--- config.mk ---
export PLATFORM = sky130hd
export DESIGN_NAME = mdu_iterative_flat
export DESIGN_NICKNAME = d
export VERILOG_FILES = /design/src/rtl/mdu_if.sv /design/src/rtl/mdu_iterative.sv /design/src/flat_wrapper.sv
export SDC_FILE = /design/constraint.sdc
export NUM_CORES = 1
export LEC_CHECK = 0
export ABC_AREA = 0
export BUFFER_PORTS_ARGS = -buffer_cell sky130_fd_sc_hd__buf_2
export CAP_MARGIN = 20
export CORE_MARGIN = 2
export CORE_UTILIZATION = 50
export DETAILED_ROUTE_END_ITERATION = 10
export PLACE_DENSITY = 0.71
export SLEW_MARGIN = 40
export SYNTH_ARGS = -nofsm -noshare
export SYNTH_HDL_FRONTEND = slang
export SYNTH_SLANG_ARGS = --single-unit
--- constraint.sdc ---
create_clock -name iClk -period 7.5 [get_ports iClk]
set_input_delay 0.375 -clock iClk [delete_from_list [all_inputs] [get_ports iClk]]
set_output_delay 0.375 -clock iClk [all_outputs]
set_load 0.03 [all_outputs]
--- src/rtl/mdu_if.sv ---
// Request/response bundle between the execute stage and mdu_iterative.
// The master drives requests and the slave (the MDU) returns results.
interface mdu_if #(
    parameter int unsigned WIDTH = 32
);
    logic             iStart;
    logic [1:0]       iOp;
    logic [WIDTH-1:0] iSrc0;
    logic [WIDTH-1:0] iSrc1;
    logic             oBusy;
    logic             oValid;
    logic [WIDTH-1:0] oHi;
    logic [WIDTH-1:0] oLo;
    logic             oDivByZero;

    modport master (
        output iStart, iOp, iSrc0, iSrc1,
        input  oBusy, oValid, oHi, oLo, oDivByZero
    );

    modport slave (
        input  iStart, iOp, iSrc0, iSrc1,
        output oBusy, oValid, oHi, oLo, oDivByZero
    );
endinterface

--- src/rtl/mdu_iterative.sv ---
// Radix-2 iterative multiply/divide unit (shift/add multiply, restoring divide).
// Define MDU_SIGNED_EN for MULS/DIVS; otherwise iOp[0] is ignored and all ops are unsigned.
module mdu_iterative #(
    parameter int unsigned WIDTH = 32,
    parameter int unsigned CNT_W = $clog2(WIDTH + 1)
) (
    input  logic iClk,
    input  logic iRst_n,
    mdu_if.slave bus
);
    localparam int unsigned AW = 2 * WIDTH;

    typedef enum logic [1:0] {S_IDLE, S_CALC, S_FIX, S_DONE} state_e;

    state_e           state_q, state_d;
    logic [CNT_W-1:0] cnt_q, cnt_d;
    logic             is_div_q, is_div_d;
    logic [WIDTH-1:0] opnd_q, opnd_d;
    logic [AW-1:0]    acc_q, acc_d;
    logic [WIDTH-1:0] hi_q, hi_d, lo_q, lo_d;
    logic             dbz_q, dbz_d;
    logic             busy_q, busy_d;
    logic             valid_q, valid_d;

    logic             accept_c;
    logic [WIDTH-1:0] mag0_c, mag1_c;
    logic             neg_prod_c, neg_quo_c, neg_rem_c;
    logic [WIDTH:0]   sum_c, rem_sh_c, diff_c;
    logic [AW-1:0]    prod_c;
    logic [WIDTH-1:0] quo_c, rem_c;

    assign accept_c = bus.iStart && ((state_q == S_IDLE) || (state_q == S_DONE));

`ifdef MDU_SIGNED_EN
    logic src0_neg_c, src1_neg_c;
    logic sgn_res_q, sgn_res_d, sgn_rem_q, sgn_rem_d;

    assign src0_neg_c = bus.iOp[0] & bus.iSrc0[WIDTH-1];
    assign src1_neg_c = bus.iOp[0] & bus.iSrc1[WIDTH-1];
    assign mag0_c     = src0_neg_c ? WIDTH'(-bus.iSrc0) : bus.iSrc0;
    assign mag1_c     = src1_neg_c ? WIDTH'(-bus.iSrc1) : bus.iSrc1;
    assign sgn_res_d  = accept_c ? (src0_neg_c ^ src1_neg_c) : sgn_res_q;
    assign sgn_rem_d  = accept_c ? src0_neg_c : sgn_rem_q;

    always_ff @(posedge iClk) begin
        if (!iRst_n) begin
            sgn_res_q <= 1'b0;
            sgn_rem_q <= 1'b0;
        end else begin
            sgn_res_q <= sgn_res_d;
            sgn_rem_q <= sgn_rem_d;
        end
    end

    // A zero divisor keeps the all-ones quotient regardless of operand signs
    assign neg_prod_c = sgn_res_q;
    assign neg_quo_c  = sgn_res_q & (opnd_q != '0);
    assign neg_rem_c  = sgn_rem_q;
`else
    logic unused_op0;
    assign unused_op0 = bus.iOp[0];
    assign mag0_c     = bus.iSrc0;
    assign mag1_c     = bus.iSrc1;
    assign neg_prod_c = 1'b0;
    assign neg_quo_c  = 1'b0;
    assign neg_rem_c  = 1'b0;
`endif

    assign prod_c = neg_prod_c ? AW'(-acc_q) : acc_q;
    assign quo_c  = neg_quo_c ? WIDTH'(-acc_q[WIDTH-1:0]) : acc_q[WIDTH-1:0];
    assign rem_c  = neg_rem_c ? WIDTH'(-acc_q[AW-1:WIDTH]) : acc_q[AW-1:WIDTH];

    always_ff @(posedge iClk) begin
        if (!iRst_n) begin
            state_q  <= S_IDLE;
            cnt_q    <= '0;
            is_div_q <= 1'b0;
            opnd_q   <= '0;
            acc_q    <= '0;
            hi_q     <= '0;
            lo_q     <= '0;
            dbz_q    <= 1'b0;
            busy_q   <= 1'b0;
            valid_q  <= 1'b0;
        end else begin
            state_q  <= state_d;
            cnt_q    <= cnt_d;
            is_div_q <= is_div_d;
            opnd_q   <= opnd_d;
            acc_q    <= acc_d;
            hi_q     <= hi_d;
            lo_q     <= lo_d;
            dbz_q    <= dbz_d;
            busy_q   <= busy_d;
            valid_q  <= valid_d;
        end
    end

    // acc holds {accumulator, multiplier} for MUL and {remainder, dividend/quotient} for DIV
    always_comb begin
        state_d  = state_q;
        cnt_d    = cnt_q;
        is_div_d = is_div_q;
        opnd_d   = opnd_q;
        acc_d    = acc_q;
        hi_d     = hi_q;
        lo_d     = lo_q;
        dbz_d    = dbz_q;
        sum_c    = '0;
        rem_sh_c = '0;
        diff_c   = '0;
        case (state_q)
            S_IDLE, S_DONE: begin
                if (state_q == S_DONE) state_d = S_IDLE;
                if (accept_c) begin
                    state_d  = S_CALC;
                    cnt_d    = CNT_W'(WIDTH);
                    is_div_d = bus.iOp[1];
                    opnd_d   = bus.iOp[1] ? mag1_c : mag0_c;
                    acc_d    = {{WIDTH{1'b0}}, (bus.iOp[1] ? mag0_c : mag1_c)};
                end
            end
            S_CALC: begin
                cnt_d = cnt_q - CNT_W'(1);
                if (cnt_q == CNT_W'(1)) state_d = S_FIX;
                if (is_div_q) begin
                    rem_sh_c = {acc_q[AW-1:WIDTH], acc_q[WIDTH-1]};
                    diff_c   = rem_sh_c - {1'b0, opnd_q};
                    if (diff_c[WIDTH]) acc_d = {rem_sh_c[WIDTH-1:0], acc_q[WIDTH-2:0], 1'b0};
                    else               acc_d = {diff_c[WIDTH-1:0], acc_q[WIDTH-2:0], 1'b1};
                end else begin
                    sum_c = {1'b0, acc_q[AW-1:WIDTH]} + (acc_q[0] ? {1'b0, opnd_q} : (WIDTH+1)'(0));
                    acc_d = {sum_c, acc_q[WIDTH-1:1]};
                end
            end
            S_FIX: begin
                state_d = S_DONE;
                dbz_d   = is_div_q && (opnd_q == '0);
                if (is_div_q) begin
                    hi_d = rem_c;
                    lo_d = quo_c;
                end else begin
                    hi_d = prod_c[AW-1:WIDTH];
                    lo_d = prod_c[WIDTH-1:0];
                end
            end
            default: state_d = S_IDLE;
        endcase
        busy_d  = (state_d == S_CALC) || (state_d == S_FIX);
        valid_d = (state_d == S_DONE);
    end

    assign bus.oBusy      = busy_q;
    assign bus.oValid     = valid_q;
    assign bus.oHi        = hi_q;
    assign bus.oLo        = lo_q;
    assign bus.oDivByZero = dbz_q;
endmodule

--- src/flat_wrapper.sv ---
// flat-port wrapper written by rule: the top's interface ports become plain ports
module mdu_iterative_flat 
#(
    parameter int unsigned WIDTH = 32,
    parameter int unsigned CNT_W = $clog2(WIDTH + 1)
)
  (iClk, iRst_n, bus_iStart, bus_iOp, bus_iSrc0, bus_iSrc1, bus_oBusy, bus_oValid, bus_oHi, bus_oLo, bus_oDivByZero);
  mdu_if #(.WIDTH(WIDTH)) bus_i ();
  input  logic iClk;
  input  logic iRst_n;
  input wire logic [$bits(bus_i.iStart)-1:0] bus_iStart;
  input wire logic [$bits(bus_i.iOp)-1:0] bus_iOp;
  input wire logic [$bits(bus_i.iSrc0)-1:0] bus_iSrc0;
  input wire logic [$bits(bus_i.iSrc1)-1:0] bus_iSrc1;
  output wire logic [$bits(bus_i.oBusy)-1:0] bus_oBusy;
  output wire logic [$bits(bus_i.oValid)-1:0] bus_oValid;
  output wire logic [$bits(bus_i.oHi)-1:0] bus_oHi;
  output wire logic [$bits(bus_i.oLo)-1:0] bus_oLo;
  output wire logic [$bits(bus_i.oDivByZero)-1:0] bus_oDivByZero;
  assign bus_i.iStart = bus_iStart;
  assign bus_i.iOp = bus_iOp;
  assign bus_i.iSrc0 = bus_iSrc0;
  assign bus_i.iSrc1 = bus_iSrc1;
  assign bus_oBusy = bus_i.oBusy;
  assign bus_oValid = bus_i.oValid;
  assign bus_oHi = bus_i.oHi;
  assign bus_oLo = bus_i.oLo;
  assign bus_oDivByZero = bus_i.oDivByZero;
  mdu_iterative #(.WIDTH(WIDTH), .CNT_W(CNT_W)) u_core (.iClk(iClk), .iRst_n(iRst_n), .bus(bus_i));
endmodule
==> results of run 1 <==
-- state kept, by name, indices dropped and copies added, names as in the netlist, 2 cells and up --
name	cells
u_core.acc_q	64
u_core.bus.oLo	32
u_core.bus.oHi	32
u_core.state_q	2
u_core.cnt_q	6
u_core.opnd_q	32
-- critical path: stages, from the launching register on --
cell                        delay [ns]
sky130_fd_sc_hd__dfxtp_1          0.45
sky130_fd_sc_hd__inv_1            0.07
sky130_fd_sc_hd__ha_1             0.23
sky130_fd_sc_hd__fa_1             0.38
sky130_fd_sc_hd__nand2b_1         0.20
sky130_fd_sc_hd__a21oi_2          0.22
sky130_fd_sc_hd__o31a_1           0.23
sky130_fd_sc_hd__a211oi_2         0.12
sky130_fd_sc_hd__o21a_4           0.28
sky130_fd_sc_hd__xnor2_4          0.53
sky130_fd_sc_hd__buf_4            0.38
sky130_fd_sc_hd__o31a_1           0.18
sky130_fd_sc_hd__a221oi_1         0.09
sky130_fd_sc_hd__a2111oi_2        0.29
-- path summary, 6_finish.rpt --
kind,start,endpoint,slack [ns]
min reg2reg,u_core.bus.oDivByZero$_SDFFE_PN0N_,u_core.bus.oDivByZero$_SDFFE_PN0N_,0.47
max,u_core.acc_q[31]$_SDFFE_PN0P_,u_core.acc_q[62]$_SDFFE_PN0P_,3.73
min,iRst_n,u_core.bus.oValid$_SDFF_PN0_,0.28
max reg2reg,u_core.acc_q[31]$_SDFFE_PN0P_,u_core.acc_q[62]$_SDFFE_PN0P_,3.73
-- cells in the mapped netlist, drive strengths merged (2+ instances only) --
cell | number | area [sq um]
a21o | 26 | 196
a31o | 3 | 26.3
nor3 | 10 | 50.1
o221ai | 6 | 52.6
o31a | 3 | 26.3
o21a | 9 | 75.1
a32o | 3 | 30.0
nand2 | 77 | 292
a22oi | 19 | 143
nand3b | 2 | 15.0
o22ai | 4 | 25.0
a211oi | 101 | 763
o31ai | 4 | 35.0
and4 | 3 | 26.3
o21bai | 9 | 67.6
xor2 | 20 | 194
buf | 34 | 170
nand4 | 12 | 75.1
clkbuf | 58 | 218
or4 | 2 | 15.0
a221o | 3 | 31.3
a21oi | 111 | 571
nor2b | 35 | 219
nor2 | 181 | 679
dfxtp | 172 | 3440
and2 | 39 | 246
ha | 69 | 863
inv | 56 | 210
a2111oi | 2 | 30.0
or2 | 2 | 12.5
and3 | 6 | 37.5
o2111a | 2 | 22.5
nand3 | 19 | 95.1
clkinv | 2 | 7.51
or3 | 2 | 12.5
o21ai | 55 | 279
a31oi | 12 | 75.1
fa | 2 | 40.0
xnor2 | 37 | 324
mux2i | 146 | 1460
a221oi | 5 | 67.6
nand2b | 16 | 100
o211ai | 13 | 118
nor4 | 13 | 96.3
-- logic make-up after synthesis --
| kind of cell | share of synthesized area (%) |
|---|---|
| mux | 12.6 |
| compound gates | 23.4 |
| flops | 29.5 |
| fa+ha+maj | 7.74 |
| xor+xnor | 4.44 |
| buf+inv | 5.19 |
| simple gates | 17.1 |
-- area by class of cell --
type | count | area, sq um
Multi-Input combinational cell | 1097 | 7670
Clock buffer | 18 | 429
Clock inverter | 14 | 170
Timing Repair Buffer | 144 | 748
Inverter | 58 | 220
Sequential cell | 172 | 3440
Fill cell | 2085 | 9700
Tap cell | 313 | 392
-- routing by layer --
layer / global-route usage, % / part of all wire (%)
met3: 6.01 / 8.2
met2: 41.2 / 44
met1: 36.6 / 47
met5: 0 / 0
met4: 6.25 / 1.4
-- power by group --
group,switching (mW),leakage [nW],total [mW],internal (mW)
logic,0.353,3.65,0.582,0.230
clock network,0.461,0.292,0.914,0.453
registers,0.0729,1.40,1.04,0.969
total,0.887,5.35,2.54,1.65
==> results by stage, run 1 <==
Drt:
- The DRC violation count after routing is 0.
- For this run, the detailed router's first-pass iteration total came to 6.
- In the final routed layout, each cell accounts on average for 17.6 microns.
- Summed over all layers, the routed wires come to 32000 microns.
- In this run the remaining antenna-violating nets after routing total 0.
- Summing over every cut layer, the via total after detailed routing is 10600.
- Using the TritonRoute via totals, the vias-per-cell ratio works out to 5.83.
- The initial DRC count is 857.

Layout:
- Cells fill 57.4% of the core in the end.
- At the end of the flow, the number of nets in the layout was 1630.
- The count of antenna diodes in the layout is 0.
- The final non-filler cell total is 1816.
- The finished cells cover 13100 sq um.
- In the layout the commonest cells are sky130_fd_sc_hd__nor2_1 (180), sky130_fd_sc_hd__dfxtp_1 (171), sky130_fd_sc_hd__mux2i_1 (146), sky130_fd_sc_hd__buf_2 (133), sky130_fd_sc_hd__a21oi_1 (107).
- The most common cell after layout, fill and taps aside is sky130_fd_sc_hd__nor2_1.
- The share of cells above drive strength 1 is 14.2%.
- The area growth from synthesis to layout is 12.1%.

Synth:
- The share of the yosys chip area belonging to registers is 29.5%.
- The average size of a mapped cell is 8.22 sq um.
- The fraction of registers with async set/reset is 0%.
- The most common flop cell mapped by yosys is sky130_fd_sc_hd__dfxtp_1.
- Counting flops with a built-in enable in the synthesized netlist gives 0.
- The Yosys step of the flow raised 0 warnings.
- The post-synthesis register bit count is 172.
- The net count of the mapped netlist is 1559.
- Summing every instance area after synthesis gives 11700 sq um.
- In this run, distinct cell masters in the synthesized netlist total 77.
- Counting every instance in the synthesized netlist gives 1419.

Timing:
- The clock period minus worst slack is 3.77 ns.
- The final hold violation count is 0.
- Across all setup checks in the final design, the least slack found is 3.73 ns.
- Setup violations remaining at the end of the flow were counted as 0.
- On the final layout, the worst clock skew is 0.0144 ns.
- The post-route setup TNS is 0 ns.
- The achievable clock frequency is 265 MHz.
- Setup repair after global routing left no endpoint under its margin.
- The worst pin sits at a relative slew slack of 46.8%.
- The tightest hold path in the finished design has a slack of 0.283 ns.
- The count of pins over their slew limit is 0.
- The period utilization is 50.3%.
- The slew of the pin with the lowest slew margin is 0.796 ns.

Global route:
- The via count of the first global-routing pass came to 10000.
- The global-route wire length before repair is 51800 microns.
- The number of antenna violations at the first check in global routing was 0.
- The total overflow reported by the global router is 0.
- Entering global routing, the biggest net connects 77 pins.
- Across every metal layer, demand over resource in global routing totals 26.3%.

Critical path:
- The depth of the worst register-to-register path is 13.
- The worst setup path is launched from a flop.
- The worst endpoint data arrival time is 4.11 ns.
- The critical path start-end classification is reg2reg.
- STA classifies the critical path endpoint as a flop.
- The highest net fanout along the worst path is 16.
- The worst path required time is 7.84 ns.

CTS:
- TritonCTS built the clock tree.
- The clock passes through at most 2 buffers.
- The cell sitting at the root of the clock tree is a sky130_fd_sc_hd__clkbuf_16.
- The buffers inserted during post-CTS setup optimization is 0.
- The clock reaches the later pin of the worst-skew pair after 0.44 ns.
- The number of H-tree levels is 4.
- The number of resized instances in the post-cts repair step is 0.
- After clock tree synthesis, the flow added hold-fix buffers numbering 0.
- After clock tree synthesis, the clock-pin slew on the worst setup and hold paths is 0.08 ns.
- The total CTS buffers is 17.
- The number of sinks on the clock net is 172.

Pwr:
- The worst IR drop on VDD is 0.140 mV.
- The analysis attributes to cell leakage a power of 5.35 nW.
- The final total power is 2.54 mW.
- The areal power density over the cells is 194 nW/um^2.

Floorplan:
- During I/O placement, the number of pins put on the boundary was 136.
- The die is 157 microns wide.
- For this configuration, the core starts out at a cell density of 51.2%.
- In this run the standard cell core region covers 22800 sq um.
- The die is 157 microns tall.
- The number of rows in the core area is 55.
- The total die area is 24600 sq um.

Placement:
- Once detailed placement completed, the half-perimeter wirelength came to 23100 microns.
- OpenSTA, run right after detailed placement, puts the worst setup slack at 3.71 ns.
- The cell area after placement is 12500 sq um.
- The total instance count after detailed placement is 1784.
- The number of port buffers is 134.
- The congestion estimate from routability-driven global placement came to 0.945.

Status:
- The run finished with clean final reports.

Hold path:
- Counting instances, the worst hold path has a depth of 2.
- The worst hold path class is in2reg.

Run:
- Max-cap violations in this run came to 0.
No activity file was read; power rests on OpenSTA's default activity.
==> run 2, diff against run 1 <==
Clock period 7.5 ns to 3.5 ns, I/O delays scaled along.
==> run 2 against run 1 <==
  * First-iteration DRC count is 3.9% lower
  * Sequential cell count stayed put
  * Die area is the same
  * Non-clock buffer count is 16 higher
  * Critical path depth stayed put
  * Via count increased by 1.1%
  * Clock power up 110%
  * Critical path type unchanged
  * Largest cell class unchanged
==> results by stage, run 2 (synthesis results as in run 1) <==
Status:
- The flow ran to the end, and the final reports show no timing, DRC or antenna violations.

Layout:
- The sequential cell area is 3440 sq um.
- The end-of-flow core utilization is 58.1%.
- The area growth from synthesis to layout is 13.4%.
- The final layout net count is 1646.
- Cells with a size suffix above 1 make up 15.0% of the layout.
- Counting flops per register, the top entry is u_core.acc_q.
- The multi-input combinational cells in the finished layout cover a total of 7650 sq um.
- The number of inserted filler cells in the final layout is 2062.
- The count of antenna diodes in the layout is 0.
- Leaving out fill and tap cells, the most frequent cell in the layout is sky130_fd_sc_hd__nor2_1.
- The number of flip-flops in the largest register is 64.
- Leaving out fill and tap cells, the most frequent cells in the layout are sky130_fd_sc_hd__nor2_1 (181), sky130_fd_sc_hd__dfxtp_1 (171), sky130_fd_sc_hd__mux2i_1 (146), sky130_fd_sc_hd__buf_2 (133), sky130_fd_sc_hd__a21oi_1 (107).

Run:
- The count of maximum capacitance violations is 0.

Floorplan:
- The standard cell core area is 22800 sq um.
- The floorplan step set the die height to 157 microns.
- 136 I/O pins were placed.
- The die covers 24600 sq um.
- The number of rows in the core area is 55.
- Once the floorplan was initialized, standard cells occupied 51.2% of the core.
- The die width is 157 microns.

Drt:
- The detailed router placed 10700 vias in this run.
- The routed wirelength normalized by instance count is 17.8 microns.
- The first detailed-routing pass took 7 iterations.
- After detailed routing, the number of vias per cell comes to 5.84.
- For this run, design rule violations remaining after detail routing come to 0.
- The antenna violation net count after detailed routing is 0.
- The final layout contains routed wiring with a total length of 32700 microns.
- After the first detailed-routing iteration, the DRC count stood at 824.

Critical path:
- The worst register-to-register path begins at u_core.opnd_q[0]$_SDFFE_PN0P_.
- The signal on the critical path passes through and2_1 -> ha_1 -> inv_1 -> fa_1 -> nand2b_1 -> a21oi_1 -> o211ai_2 -> a21oi_2 -> a221oi_4 -> o31ai_2 -> a221oi_2 -> xnor2_1 -> a221o_1.
- The startpoint of the worst setup timing path is u_core.opnd_q[0]$_SDFFE_PN0P_.
- The setup slack of the most critical reg-to-reg path is 0.19 ns.
- The critical path ends at u_core.acc_q[61]$_SDFFE_PN0P_.
- The worst endpoint data arrival time is 3.64 ns.
- The critical path is of the reg2reg type.
- STA puts the critical path data required time at 3.83 ns.
- The delay of the slowest cell on the worst path is 0.43 ns.
- STA classifies the critical path endpoint as a flop.
- The depth of the worst register-to-register path is 13.
- The endpoint of the worst register-to-register path is u_core.acc_q[61]$_SDFFE_PN0P_.
- Among all stages on the critical path, the largest delay is contributed by sky130_fd_sc_hd__fa_1.
- Of all nets on the critical path, the largest fanout is 4.
- STA classifies the critical path startpoint as a flop.

Global route:
- Global routing consumed, over all layers together, 26.7% of the routing resources.
- The total overflow reported by the global router is 0.
- The number of antenna violations at the first check in global routing is 0.
- The via count of the first global-routing pass is 10100.
- The maximum number of pins on one net before global-route repair is 76.
- The first global-routing pass estimated 52300 microns of wire.

Placement:
- Buffers placed on the I/O ports in this run total 134.
- Routability-driven placement finished with a final weighted congestion of 0.958.
- Summed over all nets, the half-perimeter wirelength after detailed placement is 23900 microns.
- The worst setup timing slack at the placement stage is 0.215 ns.

CTS:
- The number of H-tree levels is 4.
- CTS placed an instance of sky130_fd_sc_hd__clkbuf_16 at the clock tree root.
- Clock latency on the worst-skew pair, taken at its later pin, is 0.44 ns.
- The total CTS buffers is 17.
- The clock transition time at the flip-flop clock pins of the worst setup and hold paths is 0.08 ns.
- The buffers inserted during post-CTS setup optimization is 0.
- No sink is reached through more buffers than the 2 on the longest clock path.
- The number of resized instances in the post-cts repair step is 0.
- Buffers inserted to repair hold after CTS numbered 0.
- The number of sinks on the clock net is 172.
- TritonCTS built the clock tree.

Timing:
- The final hold violation count is 0.
- Setup repair after global routing left no endpoint under its margin.
- The worst setup slack after layout is 0.187 ns.
- The setup skew after layout is 0.0141 ns.
- The max-slew headroom at the worst pin is 42.1%.
- The total of endpoints with negative setup slack in the final report is 0.
- The period utilization is 94.6%.
- At the pin with the least slew margin, the transition time is 0.868 ns.
- The count of pins over their slew limit came to 0.
- The clock period minus worst slack is 3.31 ns.
- Adding up every negative setup slack in the final design gives 0 ns.
- Derived from the worst setup path, the maximum achievable clock frequency is 302 MHz.

Pwr:
- The final total power is 5.46 mW.
- Across the VDD grid, the largest voltage drop is 0.325 mV.
- Dividing total power by cell area gives a power density of 413 nW/um^2.
- Summed over all cells, the static leakage comes to 5.44 nW.

Hold path:
- In this run the worst hold path is classified as in2reg.
## run 2: worst max-delay path, delay by kind of cell (launching register included)
family / cells / cell delay (ns)
AO/OA/AOI/OAI: 7 / 1.71
adder cells (fa/ha/maj): 2 / 0.60
flip-flops: 1 / 0.38
AND/OR/NAND/NOR: 2 / 0.32
XOR/XNOR: 1 / 0.14
buffers and inverters: 1 / 0.06
## run 2: metal layers
metal,wire [microns],up-vias,part of all wire (%),GRT usage (%)
met4,564,0,1.7,7.56
li1,-,5296,-,-
met2,14200,423,44,41.2
met3,2850,52,8.7,5.65
met5,0,-,0,0
met1,15000,4925,46,37.5
## run 2: worst min path at each step
stage | start | endpoint | cells past startpoint
after floorplan | iRst_n | u_core.bus.oValid$_SDFF_PN0_ | 1
after global placement | u_core.bus.oDivByZero$_SDFFE_PN0N_ | u_core.bus.oDivByZero$_SDFFE_PN0N_ | 2
after detailed placement | u_core.bus.oDivByZero$_SDFFE_PN0N_ | u_core.bus.oDivByZero$_SDFFE_PN0N_ | 2
after CTS | bus_iSrc0[2] | u_core.opnd_q[2]$_SDFFE_PN0P_ | 3
after global routing | bus_iSrc0[23] | u_core.opnd_q[23]$_SDFFE_PN0P_ | 3
final | bus_iSrc0[23] | u_core.opnd_q[23]$_SDFFE_PN0P_ | 3
## run 2: metrics by stage
| step | cell area, sq um | instances | hold slack (ns) |
|---|---|---|---|
| 2_1_floorplan | 11700 | 1419 | 0.302 |
| 3_3_place_gp | 12600 | 1800 | 0.453 |
| 3_5_place_dp | 12600 | 1800 | 0.470 |
| 4_1_cts | 13200 | 1832 | 0.0804 |
| 5_1_grt | 13200 | 1832 | 0.0836 |
| 6_report | 13200 | 1832 | 0.0908 |
## run 2: where the power goes
| group | internal [mW] | switching, mW | total, mW |
|---|---|---|---|
| registers | 2.08 | 0.151 | 2.23 |
| logic | 0.508 | 0.775 | 1.28 |
| clock network | 0.969 | 0.980 | 1.95 |
## run 2: cell type report
| class | instances | share of cell area, % |
|---|---|---|
| Multi-Input combinational cell | 1097 | 57.9 |
| Timing Repair Buffer | 160 | 6.88 |
| Clock inverter | 14 | 1.34 |
| Clock buffer | 18 | 3.25 |
| Inverter | 58 | 1.67 |
| Sequential cell | 172 | 26.0 |
| Tap cell | 313 | 2.96 |
==> run 3, diff against run 2 <==
Settings changed: CORE_MARGIN 2 to 4, SKIP_CTS_REPAIR_TIMING from default to 1.
==> run 3 against run 2 <==
  * Clock skew is 0.0012 ns higher
  * First-iteration DRC count grew 22%
  * Non-clock buffer count is 9 higher
  * Clock power about the same
  * Power down 0.12%
  * Combinational power hardly changed
  * Count of clock-buffer cells in the layout fell by 1
  * Final area increased by 0.27%
  * Largest power group unchanged
  * Highest routed layer is now met5
  * Largest cell class unchanged
  * Critical path depth decreased by 1
==> results by stage, run 3 (synthesis results as in run 1) <==
CTS:
- The later pin in the worst-skew pair is clocked with a latency of 0.45 ns.
- The number of sinks on the clock net is 172.
- After clock tree synthesis, the clock-pin slew on the worst setup and hold paths is 0.08 ns.
- The total CTS buffers is 17.
- The tree is rooted in a sky130_fd_sc_hd__clkbuf_16.
- The H-tree generated during clock tree synthesis spans 4 levels.
- The worst-case clock buffer depth is 2.
- TritonCTS built the clock tree.

Floorplan:
- Measured along the x axis, the die boundary spans 161 microns.
- The starting density of the core is 51.2%.
- The floorplan step defined a die boundary enclosing 25800 sq um.
- The number of rows in the core area is 55.
- Measured along the y axis, the die boundary spans 161 microns.
- The floorplan step defined a core boundary enclosing 22800 sq um.
- In this run the count of I/O pins placed on the die edge is 136.

Timing:
- The period utilization is 93.0%.
- Across all setup checks in the final design, the least slack found is 0.245 ns.
- The achievable clock frequency is 307 MHz.
- The worst hold margin is 0.0795 ns.
- The final hold violation count is 0.
- The clock arrives with 0.0153 ns of skew.
- Setup violations remaining at the end of the flow were counted as 0.
- The post-route setup TNS is 0 ns.
- The clock period minus worst slack is 3.26 ns.
- In this run the tightest slew margin relative to its limit is 47.6%.
- Setup repair after global routing left no endpoint under its margin.
- For the pin with the worst max-slew slack, the measured transition is 0.786 ns.
- The count of pins over their slew limit is 0.

Pwr:
- The sequential share of power is 40.9%.
- The worst IR drop on VDD is 0.330 mV.
- In this run the static leakage power is 5.48 nW.
- Of the total power, the share spent switching nets is 34.8%.
- The cell-internal power is 3.56 mW.
- The share of total power dissipated in combinational logic is 23.9%.
- The power spent charging and discharging nets is 1.90 mW.
- The areal power density over the cells is 411 nW/um^2.
- In this run, the clock network consumes 35.2% of the power.

Global route:
- Global routing finished with a remaining overflow of 0.
- The via count of the first global-routing pass is 10100.
- The global-route wire length before repair is 53600 microns.
- Entering global routing, the biggest net connects 82 pins.
- The number of antenna violations at the first check in global routing came to 2.
- In the global route stage, overall resource usage came out at 25.2%.

Layout:
- In the layout the commonest cells are sky130_fd_sc_hd__nor2_1 (181), sky130_fd_sc_hd__dfxtp_1 (171), sky130_fd_sc_hd__mux2i_1 (146), sky130_fd_sc_hd__buf_2 (133), sky130_fd_sc_hd__a21oi_1 (107).
- Relative to the synthesized area, the layout overhead comes to 13.7%.
- Once layout is done, the placed cells without fillers occupy 13300 sq um.
- The most common cell after layout, fill and taps aside is sky130_fd_sc_hd__nor2_1.
- The number of antenna diodes in the final layout is 0.
- The register with the most flip-flops in the layout has 64 of them.
- The final layout contains 1655 nets.
- The largest register by flop count is u_core.acc_q.
- The end-of-flow core utilization is 58.2%.
- Of the cells placed in the final design, the portion with a size suffix greater than 1 is 15.5%.

Critical path:
- Broken down by cell family, the worst path's largest delay share belongs to compound AO/OA/AOI/OAI gates.
- The worst path required time is 3.84 ns.
- The highest net fanout along the worst path is 18.
- The slowest cell on the critical path is sky130_fd_sc_hd__xor2_4.
- Walking the worst path, the cells encountered are inv_1 -> ha_1 -> fa_1 -> nand2b_1 -> a21oi_2 -> o31a_1 -> a211oi_2 -> o21a_4 -> xor2_4 -> or4_1 -> o221ai_1 -> a22o_1.
- The largest single stage delay on the critical path is 0.55 ns.
- STA classifies the critical path startpoint as a flop.
- The worst endpoint data arrival time is 3.60 ns.
- Together, buffers and inverters on the worst path number 1.
- The endpoint type of the worst setup path is a flop.
- The critical path is of the reg2reg type.

Status:
- The run finished with clean final reports.

Drt:
- After the first detailed-routing iteration, the DRC count stood at 1004.
- The routed wirelength normalized by instance count is 18.1 microns.
- The DRC violation count after routing is 0.
- For this block, the routed nets add up to 33300 microns of wire.
- The via count is 10800.
- The number of detailed-routing iterations run before antenna repair is 7.
- The antenna violation net count after detailed routing is 0.
- After detailed routing, the number of vias per cell comes to 5.89.

Hold path:
- The worst hold path class is in2reg.

Placement:
- The congestion estimate from routability-driven global placement came to 0.931.
- The number of port buffers is 134.
- The cell area after placement is 12700 sq um.
- The worst setup timing slack at the placement stage is 0.260 ns.
- The wire-length estimate of the detail-placed layout is 24700 microns.

Run:
- The count of maximum capacitance violations is 0.
==> run 3: changes by cell type in the layout (fill, tap and decap cells not counted) <==
cell,previous run,this run
sky130_fd_sc_hd__buf_4,23,34
sky130_fd_sc_hd__buf_12,3,1
sky130_fd_sc_hd__inv_6,5,3
sky130_fd_sc_hd__inv_8,1,3
sky130_fd_sc_hd__clkbuf_1,1,0
sky130_fd_sc_hd__clkinv_4,1,2
sky130_fd_sc_hd__clkinv_8,7,6
==> run 3: worst paths after layout <==
check,start,endpoint,slack [ns],cells after the start
setup / recovery,u_core.acc_q[31]$_SDFFE_PN0P_,u_core.acc_q[56]$_SDFFE_PN0P_,0.24,12
hold / removal,bus_iSrc0[29],u_core.opnd_q[29]$_SDFFE_PN0P_,0.08,3
setup reg to reg,u_core.acc_q[31]$_SDFFE_PN0P_,u_core.acc_q[56]$_SDFFE_PN0P_,0.24,12
hold reg to reg,u_core.bus.oDivByZero$_SDFFE_PN0N_,u_core.bus.oDivByZero$_SDFFE_PN0N_,0.47,2
==> run 3: worst reg2reg max path, delay by kind of cell, from the launching register on <==
family / cells / cell delay (ns)
AO/OA/AOI/OAI: 6 / 1.19
XOR/XNOR: 1 / 0.55
adder cells (fa/ha/maj): 2 / 0.61
buffers and inverters: 1 / 0.05
flip-flops: 1 / 0.33
AND/OR/NAND/NOR: 2 / 0.44
==> run 3: per-stage QoR <==
step	total power [mW]	std cells
after detailed placement	3.55	1809
after floorplan	3.18	1419
final	5.45	1840
after global routing	5.72	1840
after global placement	3.53	1809
after CTS	5.47	1840
==> run 3: final cells by class <==
class	instances	area, sq um
Fill cell	2071	9520
Multi-Input combinational cell	1097	7650
Sequential cell	172	3440
Timing Repair Buffer	169	952
Clock buffer	17	425
Tap cell	313	392
Inverter	58	220
Clock inverter	14	175
==> run 3: metal layers <==
| layer | vias to the layer above | GRT usage [%] | wire, microns |
|---|---|---|---|
| met5 | - | 0 | 14 |
| met4 | 4 | 8.72 | 993 |
| li1 | 5323 | - | - |
| met2 | 384 | 38.3 | 14300 |
| met1 | 5047 | 36.2 | 15800 |
| met3 | 72 | 4.26 | 2190 |
==> run 3: power groups by stage <==
stage          Clock [mW]  Sequential (mW)  Combinational, mW
2_1_floorplan           0             2.21              0.965
3_3_place_gp            0             2.27               1.26
3_5_place_dp            0             2.27               1.28
4_1_cts              1.95             2.22               1.29
5_1_grt              2.04             2.24               1.43
6_report             1.92             2.23               1.30
